[src/rtl/atom_spi_pkg.sv]
// Shared types and constants for the Atom MMC SPI master and its activity timer.
package atom_spi_pkg;

   typedef enum logic [1:0] {
      IDLE = 2'd0,
      LOW  = 2'd1,
      HIGH = 2'd2
   } spi_state_t;

   localparam int DIV_W           = 8;
   localparam int FAST_DIV_DEF    = 0;
   localparam int SLOW_DIV_DEF    = 63;
   localparam int ACT_TIMEOUT_DEF = 2000000;
   localparam int ACT_W           = 22;

endpackage

[src/rtl/atom_spi_act.sv]
// SD activity timer: act is high until ACT_TIMEOUT cycles pass with no mosi/miso toggle.
module atom_spi_act
   import atom_spi_pkg::*;
#(
   parameter int ACT_TIMEOUT = ACT_TIMEOUT_DEF
) (
   input  logic clk_sys_i,
   input  logic reset_n_i,
   input  logic mosi_i,
   input  logic miso_i,
   output logic act_o
);

   localparam logic [ACT_W-1:0] TIMEOUT = ACT_W'(ACT_TIMEOUT);

   logic [ACT_W-1:0] cnt_q, cnt_d;
   logic             mosi_q, miso_q;

   always_comb begin
      cnt_d = cnt_q;
      if ((mosi_i != mosi_q) || (miso_i != miso_q)) begin
         cnt_d = '0;
      end else if (cnt_q < TIMEOUT) begin
         cnt_d = cnt_q + 1'b1;
      end
   end

   // Previous-cycle line values are captured even in reset so the first
   // post-reset cycle compares against real levels.
   always_ff @(posedge clk_sys_i) begin
      mosi_q <= mosi_i;
      miso_q <= miso_i;
      if (!reset_n_i) begin
         cnt_q <= TIMEOUT;
      end else begin
         cnt_q <= cnt_d;
      end
   end

   assign act_o = (cnt_q < TIMEOUT);

endmodule

[src/rtl/atom_spi_master.sv]
// SPI mode-0 byte initiator for the Atom MMC path (sclk/mosi/ss out, miso in).
// Optional disk-LED activity timer is built when ATOM_SPI_ACT_EN is defined.
//
//   state | meaning
//   IDLE  | no transfer, sclk=0, mosi=1, ss follows cs_n_in
//   LOW   | SCK low half-period, mosi holds current bit
//   HIGH  | SCK high half-period, miso bit already captured
module atom_spi_master
   import atom_spi_pkg::*;
#(
   parameter int FAST_DIV    = FAST_DIV_DEF,
   parameter int SLOW_DIV    = SLOW_DIV_DEF,
   parameter int ACT_TIMEOUT = ACT_TIMEOUT_DEF
) (
   input  logic       clk_sys,
   input  logic       reset_n,
   input  logic       start,
   input  logic [7:0] tx_data,
   input  logic       slow,
   input  logic       cs_n_in,
   output logic       busy,
   output logic       done,
   output logic [7:0] rx_data,
   output logic       sclk,
   output logic       mosi,
   input  logic       miso,
   output logic       ss,
   output logic       act
);

   localparam logic [DIV_W-1:0] FAST_DIV_C = DIV_W'(FAST_DIV);
   localparam logic [DIV_W-1:0] SLOW_DIV_C = DIV_W'(SLOW_DIV);

   spi_state_t       state_q, state_d;
   logic [DIV_W-1:0] cnt_q, cnt_d;
   logic [DIV_W-1:0] div_q, div_d;
   logic [6:0]       tx_rem_q, tx_rem_d;
   logic [7:0]       rx_sh_q, rx_sh_d;
   logic [7:0]       rx_data_q, rx_data_d;
   logic [2:0]       bit_q, bit_d;
   logic             mosi_q, mosi_d;
   logic             sclk_q, sclk_d;
   logic             done_q, done_d;
   logic             ss_q, ss_d;
   logic             half_end;

   assign half_end = (cnt_q == div_q);

   always_ff @(posedge clk_sys) begin
      if (!reset_n) begin
         state_q   <= IDLE;
         cnt_q     <= '0;
         div_q     <= '0;
         tx_rem_q  <= '0;
         rx_sh_q   <= '0;
         rx_data_q <= '0;
         bit_q     <= '0;
         mosi_q    <= 1'b1;
         sclk_q    <= 1'b0;
         done_q    <= 1'b0;
         ss_q      <= 1'b1;
      end else begin
         state_q   <= state_d;
         cnt_q     <= cnt_d;
         div_q     <= div_d;
         tx_rem_q  <= tx_rem_d;
         rx_sh_q   <= rx_sh_d;
         rx_data_q <= rx_data_d;
         bit_q     <= bit_d;
         mosi_q    <= mosi_d;
         sclk_q    <= sclk_d;
         done_q    <= done_d;
         ss_q      <= ss_d;
      end
   end

   always_comb begin
      state_d = state_q;
      case (state_q)
         IDLE:    if (start) state_d = LOW;
         LOW:     if (half_end) state_d = HIGH;
         HIGH:    if (half_end) state_d = (bit_q == 3'd0) ? IDLE : LOW;
         default: state_d = IDLE;
      endcase
   end

   always_comb begin
      cnt_d     = ((state_d != state_q) || (state_q == IDLE)) ? '0 : cnt_q + 1'b1;
      div_d     = div_q;
      tx_rem_d  = tx_rem_q;
      rx_sh_d   = rx_sh_q;
      rx_data_d = rx_data_q;
      bit_d     = bit_q;
      mosi_d    = mosi_q;
      sclk_d    = (state_d == HIGH);
      done_d    = 1'b0;
      // ss is frozen for the whole byte so the card never sees a mid-byte deselect.
      ss_d      = (state_q == IDLE) ? cs_n_in : ss_q;
      case (state_q)
         IDLE: begin
            if (start) begin
               tx_rem_d = tx_data[6:0];
               div_d    = slow ? SLOW_DIV_C : FAST_DIV_C;
               bit_d    = 3'd7;
               mosi_d   = tx_data[7];
            end
         end
         LOW: begin
            if (half_end) rx_sh_d = {rx_sh_q[6:0], miso};
         end
         HIGH: begin
            if (half_end) begin
               if (bit_q == 3'd0) begin
                  mosi_d    = 1'b1;
                  rx_data_d = rx_sh_q;
                  done_d    = 1'b1;
               end else begin
                  mosi_d   = tx_rem_q[6];
                  tx_rem_d = {tx_rem_q[5:0], 1'b0};
                  bit_d    = bit_q - 3'd1;
               end
            end
         end
         default: ;
      endcase
   end

   assign busy    = (state_q != IDLE);
   assign done    = done_q;
   assign rx_data = rx_data_q;
   assign sclk    = sclk_q;
   assign mosi    = mosi_q;
   assign ss      = ss_q;

`ifdef ATOM_SPI_ACT_EN
   atom_spi_act #(
      .ACT_TIMEOUT (ACT_TIMEOUT)
   ) u_act (
      .clk_sys_i (clk_sys),
      .reset_n_i (reset_n),
      .mosi_i    (mosi_q),
      .miso_i    (miso),
      .act_o     (act)
   );
`else
   assign act = 1'b0;
`endif

endmodule

[config.mk]
export PLATFORM = sky130hd
export DESIGN_NAME = atom_spi_master
export DESIGN_NICKNAME = d
export VERILOG_FILES = /design/src/rtl/atom_spi_pkg.sv /design/src/rtl/atom_spi_act.sv /design/src/rtl/atom_spi_master.sv
export SDC_FILE = /design/constraint.sdc
export NUM_CORES = 1
export LEC_CHECK = 0
export CAP_MARGIN = 20
export CORE_MARGIN = 2
export CORE_UTILIZATION = 47
export CTS_CLUSTER_DIAMETER = 40
export DETAILED_ROUTE_END_ITERATION = 8
export PLACE_DENSITY_LB_ADDON = 0.1
export SLEW_MARGIN = 20
export SYNTH_ARGS = -nofsm -noshare
export SYNTH_HDL_FRONTEND = slang
export SYNTH_SLANG_ARGS = --single-unit
export TNS_END_PERCENT = 30
[constraint.sdc]
create_clock -name clk_sys -period 1.9 [get_ports clk_sys]
set_input_delay 0.285 -clock clk_sys [delete_from_list [all_inputs] [get_ports clk_sys]]
set_output_delay 0.285 -clock clk_sys [all_outputs]
set_load 0.03 [all_outputs]
* Word-level counts from Yosys, hierarchy flattened
Cells that the tools add are included.
Storage, ports and cells: bits in registers 48, output and inout port bits 14, logic and storage cells 53, input port bits 14
Operators by class: add/sub/neg operators 2, reductions and logical operators 12, muxes and demuxes 19, bitwise gates (word level) 1, eq/ne operators 8
Operators by type and width (count):
- $mux 7 | 3
- $pmux 7 s2 | 1
- $mux 3 | 3
- $reduce_and 3->1 | 3
- $add 8x1->8 const B | 1
- $eq 8x8->1 | 1
- $mux 2 | 3
- $mux 6 | 1
- $ne 2x2->1 const B | 3
- $pmux 2 s3 | 1
- $pmux 3 s2 | 1
- $mux 1 | 5
- $eq 2x2->1 const B | 2
- $reduce_and 2->1 | 2
- $reduce_and 4->1 | 1
- $reduce_bool 2->1 | 2
- $logic_not 3->1 | 1
- $sub 3x1->3 const B | 1
- $eq 2x1->1 const B | 1
- $logic_not 2->1 | 1
- $ne 2x2->1 | 1
- $pmux 1 s2 | 1
- $reduce_or 2->1 | 1
- $logic_or 1x1->1 | 1
- $not 1->1 | 1

* Longest topological paths before layout
Gate-level depths: netlist (run 1).
depth in word-level cells 7, mapped depth 7, depth with buffers taken out 6

* Worst setup path after synthesis (run 1)
OpenSTA, ideal clock, no wires.
path type register -> register, from register div_q[4], to register bit_q[2], period minus slack after synthesis 1792 ps, stages on the path, launching flop included 6, arrival 1672 ps, setup slack 108 ps, cells stage by stage dfxtp_1 > or4_1 > o2bb2ai_2 > nand3_2 > o21a_1 > o31a_1
On the way: cells in the longest elaborated chain, start to end 3
Ends and longest elaborated chain:
- start: declaration | RTL line atom_spi_master.sv:36 | logic [DIV_W-1:0] div_q, div_d;
- start signal: assignment | RTL line atom_spi_master.sv:65 | div_q <= div_d;
- $eq 8x8->1 | RTL line atom_spi_master.sv:47 | assign half_end = (cnt_q == div_q);
- $ne 2x2->1 (no line)
- $reduce_and 4->1 (no line)
- end signal: assignment | RTL line atom_spi_master.sv:69 | bit_q <= bit_d;
- end: declaration | RTL line atom_spi_master.sv:40 | logic [2:0] bit_q, bit_d;
Every way passes these cells. A chain may end at the register's enable or synchronous reset.

* Worst setup path after layout (run 1)
Ends and elaborated chain as after synthesis.

==> results of run 1 <==
## metrics by stage
stage	setup TNS [ps]	utilization (%)	setup WS, ps
final	0	63.85	50.36
after global routing	-323.0	63.85	-51.68
after CTS	0	62.82	1.931
after detailed placement	0	60.37	33.66
after global placement	0	60.37	86.37
after floorplan	0	-	108.4
## cell type report
type                            instances  area (sq um)  share of cell area (%)
Sequential cell                        41         820.8                   37.64
Multi-Input combinational cell        127         829.5                   38.04
Inverter                                5         18.77                  0.8606
Tap cell                               46         57.56                   2.639
Clock inverter                          3         46.29                   2.123
Timing Repair Buffer                   37         370.4                   16.98
Clock buffer                            5         37.54                   1.721
## power by group through the flow
stage / clock network, uW / registers [uW] / logic (uW)
2_1_floorplan: 0 / 969 / 209
3_3_place_gp: 0 / 955 / 330
3_5_place_dp: 0 / 957 / 340
4_1_cts: 585 / 938 / 341
5_1_grt: 627 / 945 / 378
6_report: 568 / 938 / 345
## what timing repair did
item | in CTS | in global routing
setup buffers | 0 | 1
gates resized for setup | 0 | 2
endpoints found under the setup margin | 0 | 20
## synthesized netlist by cell type, types with 2 or more instances
master / n
a21oi_1: 4
and2_1: 2
and4_1: 2
buf_2: 2
buf_4: 2
clkbuf_1: 6
dfxtp_1: 41
ha_1: 3
inv_1: 5
mux2i_1: 9
nand2_1: 28
nand2b_1: 2
nand3_1: 12
nor2_1: 12
nor2b_1: 5
o211ai_1: 2
o21ai_0: 9
o221a_2: 6
o22a_1: 6
o31ai_1: 2
xnor2_1: 2
xor2_1: 4
## metal layers
| layer | share of wire [%] | wire, um | global-route usage [%] | up-vias |
|---|---|---|---|---|
| met1 | 46 | 1509 | 21.74 | 633 |
| li1 | - | - | - | 703 |
| met2 | 48 | 1557 | 28.13 | 28 |
| met3 | 5.1 | 166 | 4.401 | 5 |
| met4 | 1.3 | 43 | 7.181 | 0 |
| met5 | 0 | 0 | 0 | - |
## logic make-up (layout without fill, tap and decap cells)
group,Yosys count,count (layout)
other cells,1,1
compound gates,35,35
mux,9,9
simple gates,73,73
xor+xnor,6,6
fa+ha+maj,3,3
buf+inv,15,50
flops,41,41
## cell usage in the layout, fill, tap and decap left out, types with 2 or more instances in the layout
cell type	n
dfxtp_1	41
nand2_1	28
clkdlybuf4s50_1	25
nor2_1	12
nand3_1	12
o21ai_0	9
mux2i_1	9
buf_4	9
o22a_1	6
o221a_2	6
inv_1	5
nor2b_1	5
clkbuf_4	5
a21oi_1	4
xor2_1	4
ha_1	3
nand2b_1	2
and4_1	2
and2_1	2
o211ai_1	2
o31ai_1	2
xnor2_1	2
buf_12	2
## final timing paths
path | start | end | slack, ps | cells after the start
worst max-delay path | div_q[4] | bit_q[2] | 50 | 5
worst min-delay path | rx_data[3] | rx_data[3] | 470 | 2
worst max register to register | div_q[4] | bit_q[2] | 50 | 5
worst min register to register | rx_data[3] | rx_data[3] | 470 | 2
## state kept, by name, indices dropped and copies added, names as in the netlist
register / cells
ss: 1
rx_data: 8
tx_rem_q: 7
cnt_q: 8
div_q: 1
bit_q: 3
sclk: 1
done: 1
mosi: 1
state_q: 2
rx_sh_q: 8
## tightest hold or removal path: stages, from the launching register on
cell and delay, ps:
dfxtp_1 330, nand2_1 50, mux2i_1 50
==> results.md, run 1 <==
* Post-synthesis mux area share at 5.286%
* Adder-Cell Fraction of Synth Area at 2.203%
* CP top delay family: simple AND/OR/NAND/NOR gates
* Total number of vias at 1369
* Worst path required time at approximately 2100 ps
* Crit path cell chain: or4_1 -> o2bb2ai_4 -> nand3_2 -> o21a_1 -> o31a_1
* Synth cell types at 39
* RSZ-0062 raised after global routing: yes
* PwrDens at 848.7 nW/um^2
* Max_cap viols at 0
* Largest family of logic cells by synthesized area: simple AND/OR/NAND/NOR gates
* Synth Area in Compound Gates at 15.79%
* Leakage power at slightly above 0.0008 uW
* Vias in the first global route at 1296
* Antenna violations before repair at 0
* Number of enable flip-flop cells after synthesis at 0
* Largest stage delay, worst path at 580 ps
* ANT nets after route at 0
* Boundary Pins at 28
* Crit end category: flop
* Layout cells sized above 1 at 14.22%
* Seq/Total Area, Yosys at 48.16%
* Die Wd at between 60 and 70 um
* Largest net degree at the start of global routing at 29
* Critical path peak fanout at 5
* Final #Nets at 234
* Maximum vdd ir drop at 0.5483 mV
* Drt total wl at 3.276 mm
* CP startpoint kind: flop
* Post-Synth XOR/XNOR Area at under 10%
* Synth top area share at roughly half
* Cts hold-fix bufs at 0
* CTS tree: yes
* Slew Limit Fails at 0
* Hpwl dp at 2.345 mm
* Total power at 1851 uW
* Clock buffer depth at 2
* Post-synthesis net count at 200
* Cell Rows at 21
* Hold WC Path Type: reg -> reg
* Die area at 4124 sq um
* Synth Area in Simple Gates at 21.37%
* Clock Pin Slew Worst Setup and Hold Paths at between 100 and 150 ps
* Initial DRC count at 90
* Clock sinks at 41
* Int Pwr at 1355 uW
* DRC violations left at 0
* Post-Syn Area at 1704 sq um
* Worst path bufs/invs at 0
* Syn Area/Cell at ~9.3 sq um
* FF+latch count, synth at between 40 and 50
* Sw Ratio at 26.81%
* Area growth syn-to-layout at 27.97%
* Worst hold slack at about 470 ps
* Psw at a little under 500 uW
* Post-DP Area at a little over 2000 sq um
* Largest cells by area after synthesis: dfxtp_1 (48%), nand2_1 (6.2%), mux2i_1 (5.3%)
* Yosys warnings at 0
* Core ar. at 3416 sq um
* Global-route wire length before repair at 5.671 mm
* CP Class: reg -> reg
* Syn Inst Count at roughly 180
* Die Ht at ~64 um
* Final Hold Viols at 0
* First-pass DRT Iterations at 4
* Ys flop type: dfxtp_1
* Routed vias/inst at 5.186
* Outcome: completed
* Logic gate share of total power at 18.6%
* Clock power frac at a little under a third
* Max Freq at 0.5406 GHz
* Worst path slowest cell: or4_1
* Grt ovf at 0
* Min cycle time layout at 1850 ps
* Post-Place Cells at 255
* IO buf count at 26
* Number of diodes at 0
* Arrival time worst endpoint at roughly 2100 ps
* Final instance area at 2181 sq um
* Flop pwr share at 50.7%
* Final worst-path cycle share at 97.35%
* Initial core utilization at roughly half
* # setup viols final at 0
* CTS Buf Count at 5
* GRT Util Overall at 17.29%
* Clock latency at the later pin of the worst-skew pair at 350 ps
* H-Tree Depth at 2
* Worst Clk Skew at between 10 and 15 ps
* Final non-filler cell total at between 200 and 300
* Asr flop ratio synth at 0%
* Most area-hungry cell type in the Yosys netlist: dfxtp_1
* WL/cell at 12.41 um
* Fillers at 303
* Routability cong. at approximately 0.74
* Root buffer cell: clkbuf_4
(Power assumes the default switching activity.)
==> inputs of run 2 (changes only) <==
--- a/config.mk
+++ b/config.mk
@@ -10,7 +10,7 @@
 export CORE_UTILIZATION = 47
 export CTS_CLUSTER_DIAMETER = 40
 export DETAILED_ROUTE_END_ITERATION = 8
-export PLACE_DENSITY_LB_ADDON = 0.1
+export PLACE_DENSITY = 0.8
 export SLEW_MARGIN = 20
 export SYNTH_ARGS = -nofsm -noshare
 export SYNTH_HDL_FRONTEND = slang
==> run 2 against run 1 <==
Against the previous run:
- clock skew shrank 0.76 ps
- combinational power grew 8.1%
- sequential cell count is the same
- non-clock buffer count grew 4
- count of clock-buffer cells in the layout grew 1
- global-route usage grew 1.4 points
- sequential share of layout area shrank 1.2 points
- worst setup slack gained 15 ps
- hold slack lost 8.3 ps
- utilization grew 2.1 points
- cell area grew 3.3%
- largest cell class unchanged
==> results.md, run 2 (synthesis gave the netlist of run 1 again) <==
* First-pass DRT Iterations at 4 (unchanged)
* IO buf count at 26 (unchanged)
* Total power at 1910 uW (was 1851 uW)
* Post-Place Cells at 257 (was 255)
* Worst path slowest cell: or4_1 (unchanged)
* Routability cong. at 0.7657 (was 0.7375)
* Most common cell after layout, fill and taps aside: dfxtp_1 (unchanged)
* Layout cells sized above 1 at 16.22% (was 14.22%)
* Global-route wire length before repair at 5.947 mm (was 5.671 mm)
* RSZ-0062 raised after global routing: yes (unchanged)
* Routed vias/inst at 5.201 (was 5.186)
* ANT nets after route at 0 (unchanged)
* Worst Clk Skew at 9.312 ps (was 10.07 ps)
* Largest net degree at the start of global routing at 43 (was 29)
* Worst r2r src: div_q[4] (unchanged)
* Clock latency at the later pin of the worst-skew pair at 360 ps (was 350 ps)
* Area growth syn-to-layout at 32.16% (was 27.97%)
* Maximum vdd ir drop at 0.4322 mV (was 0.5483 mV)
* Max Freq at 0.5450 GHz (was 0.5406 GHz)
* Reg2reg end: bit_q[2] (unchanged)
* Initial core utilization at 49.89% (unchanged)
* Origin of the worst min-delay path: rx_data[7] (was rx_data[3])
* Leakage power at 0.0008392 uW (was 0.0008158 uW)
* Final #Nets at 238 (was 234)
* # setup viols final at 0 (unchanged)
* Boundary Pins at 28 (unchanged)
* CTS tree: yes (unchanged)
* Cell Rows at 21 (unchanged)
* Final Hold Viols at 0 (unchanged)
* CP Class: reg -> reg (unchanged)
* CP top delay family: simple AND/OR/NAND/NOR gates (unchanged)
* Final non-filler cell total at 268 (was 264)
* Final worst-path cycle share at 96.58% (was 97.35%)
* Drt total wl at 3.401 mm (was 3.276 mm)
* Grt met1 use at 22.31% (was 21.74%)
* Outcome: completed (unchanged)
* Worst path required time at 2170 ps (was 2140 ps)
* WL/cell at 12.69 um (was 12.41 um)
* Setup WS post-layout at 65.02 ps (was 50.36 ps)
* Max_cap viols at 0 (unchanged)
* DRC violations left at 0 (unchanged)
* Slew Limit Fails at 0 (unchanged)
* Clock buffer depth at 2 (unchanged)
* Critical Path Sink: bit_q[2] (unchanged)
* Initial DRC count at 77 (was 90)
* Die Wd at 64.22 um (unchanged)
* Most frequent cells in the layout: dfxtp_1 (41), nand2_1 (28), clkdlybuf4s50_1 (25) (unchanged)
* Grt ovf at 0 (unchanged)
* Clock Pin Slew Worst Setup and Hold Paths at 120 ps (about the same)
* Number of diodes at 0 (unchanged)
* Root buffer cell: clkbuf_4 (unchanged)
* Core ar. at 3416 sq um (unchanged)
* Hold WC Path Type: reg -> reg (unchanged)
* WP depth at 5 (unchanged)
* Crit path from: div_q[4] (unchanged)
* Fillers at 281 (was 303)
* Reg2Reg Setup Slack at 70 ps (was 50 ps)
* Cts hold-fix bufs at 0 (unchanged)
* Min cycle time layout at 1835 ps (was 1850 ps)
* CTS Buf Count at 5 (unchanged)
* Most Crowded Layer GR: met2 (unchanged)
* FF-to-FF path depth at 5 (unchanged)
* Worst path bufs/invs at 0 (unchanged)
* Crit end category: flop (unchanged)
* Die Ht at 64.22 um (unchanged)
* Total number of vias at 1394 (was 1369)
* PwrDens at 848.0 nW/um^2 (was 848.7 nW/um^2)
* Antenna violations before repair at 0 (unchanged)
* Hpwl dp at 2.199 mm (was 2.345 mm)
* Critical path peak fanout at 5 (unchanged)
* Clock sinks at 41 (unchanged)
* GRT Util Overall at 18.71% (was 17.29%)
* Setup WS pre-CTS at 27.96 ps (was 33.66 ps)
* Arrival time worst endpoint at 2100 ps (was 2090 ps)
* CP startpoint kind: flop (unchanged)
* Met2 Usage GRT at 30.08% (was 28.13%)
* H-Tree Depth at 2 (unchanged)
* Die area at 4124 sq um (unchanged)
* Crit path cell chain: or4_1 -> o2bb2ai_4 -> nand3_2 -> o21a_1 -> o31a_1 (unchanged)
* Vias in the first global route at 1373 (was 1296)
* M3 GR Usage at 4.577% (was 4.401%)
* Largest stage delay, worst path at 570 ps (was 580 ps)
==> run 2: layout make-up <==
type / instances / area [sq um] / area share, %
clock buffer: 6 / 51.30 / 2.278
clock inverter: 2 / 37.54 / 1.667
inverter: 5 / 18.77 / 0.8333
multi-input combinational: 127 / 853.3 / 37.89
sequential: 41 / 820.8 / 36.44
tap: 46 / 57.56 / 2.556
timing repair buffer: 41 / 412.9 / 18.33
==> run 2: worst min-delay path, delay by kind of cell, from the launching register on <==
kind | cells | cell delay, ps
muxes | 1 | 50
DFF | 1 | 330
and+or+nand+nor | 1 | 50
==> run 2: how the worst min path moves through the flow <==
stage | cells past startpoint | endpoint | slack (ps)
2_1_floorplan | 2 | ss | 410
3_3_place_gp | 2 | rx_data[7] | 440
3_5_place_dp | 2 | rx_data[1] | 450
4_1_cts | 2 | rx_data[7] | 470
5_1_grt | 2 | rx_data[6] | 490
6_report | 2 | rx_data[7] | 460
==> run 2: where the power goes <==
part / switching [uW] / total (uW) / internal, uW / leakage (uW)
logic: 192 / 373 / 182 / 0.000461
clock network: 288 / 600 / 313 / 0.0000445
registers: 26.9 / 936 / 909 / 0.000334
total: 506 / 1910 / 1400 / 0.000839
==> run 2: per-layer routing <==
| layer | routed length (um) | part of all wire [%] | up-vias |
|---|---|---|---|
| met5 | 0 | 0 | - |
| met4 | 102 | 3.0 | 0 |
| met2 | 1613 | 47 | 25 |
| met3 | 134 | 3.9 | 11 |
| li1 | - | - | 710 |
| met1 | 1550 | 46 | 648 |
==> run 2: repair_timing <==
action,CTS,global route
pin swaps,1,2
gates resized for setup,3,4
endpoints found under the hold margin,0,0
setup endpoints to repair,8,20
setup buffers,2,1
==> run 2: through the flow <==
stage | util [%] | area [sq um] | hold WS (ps) | setup TNS (ps)
after detailed placement | 61.17 | 2090 | 445.8 | 0
after CTS | 65.13 | 2225 | 465.2 | 0
final | 65.93 | 2252 | 459.9 | 0
after global placement | 61.17 | 2090 | 444.3 | 0
after global routing | 65.93 | 2252 | 488.5 | -132.1
after floorplan | - | 1704 | 409.3 | 0
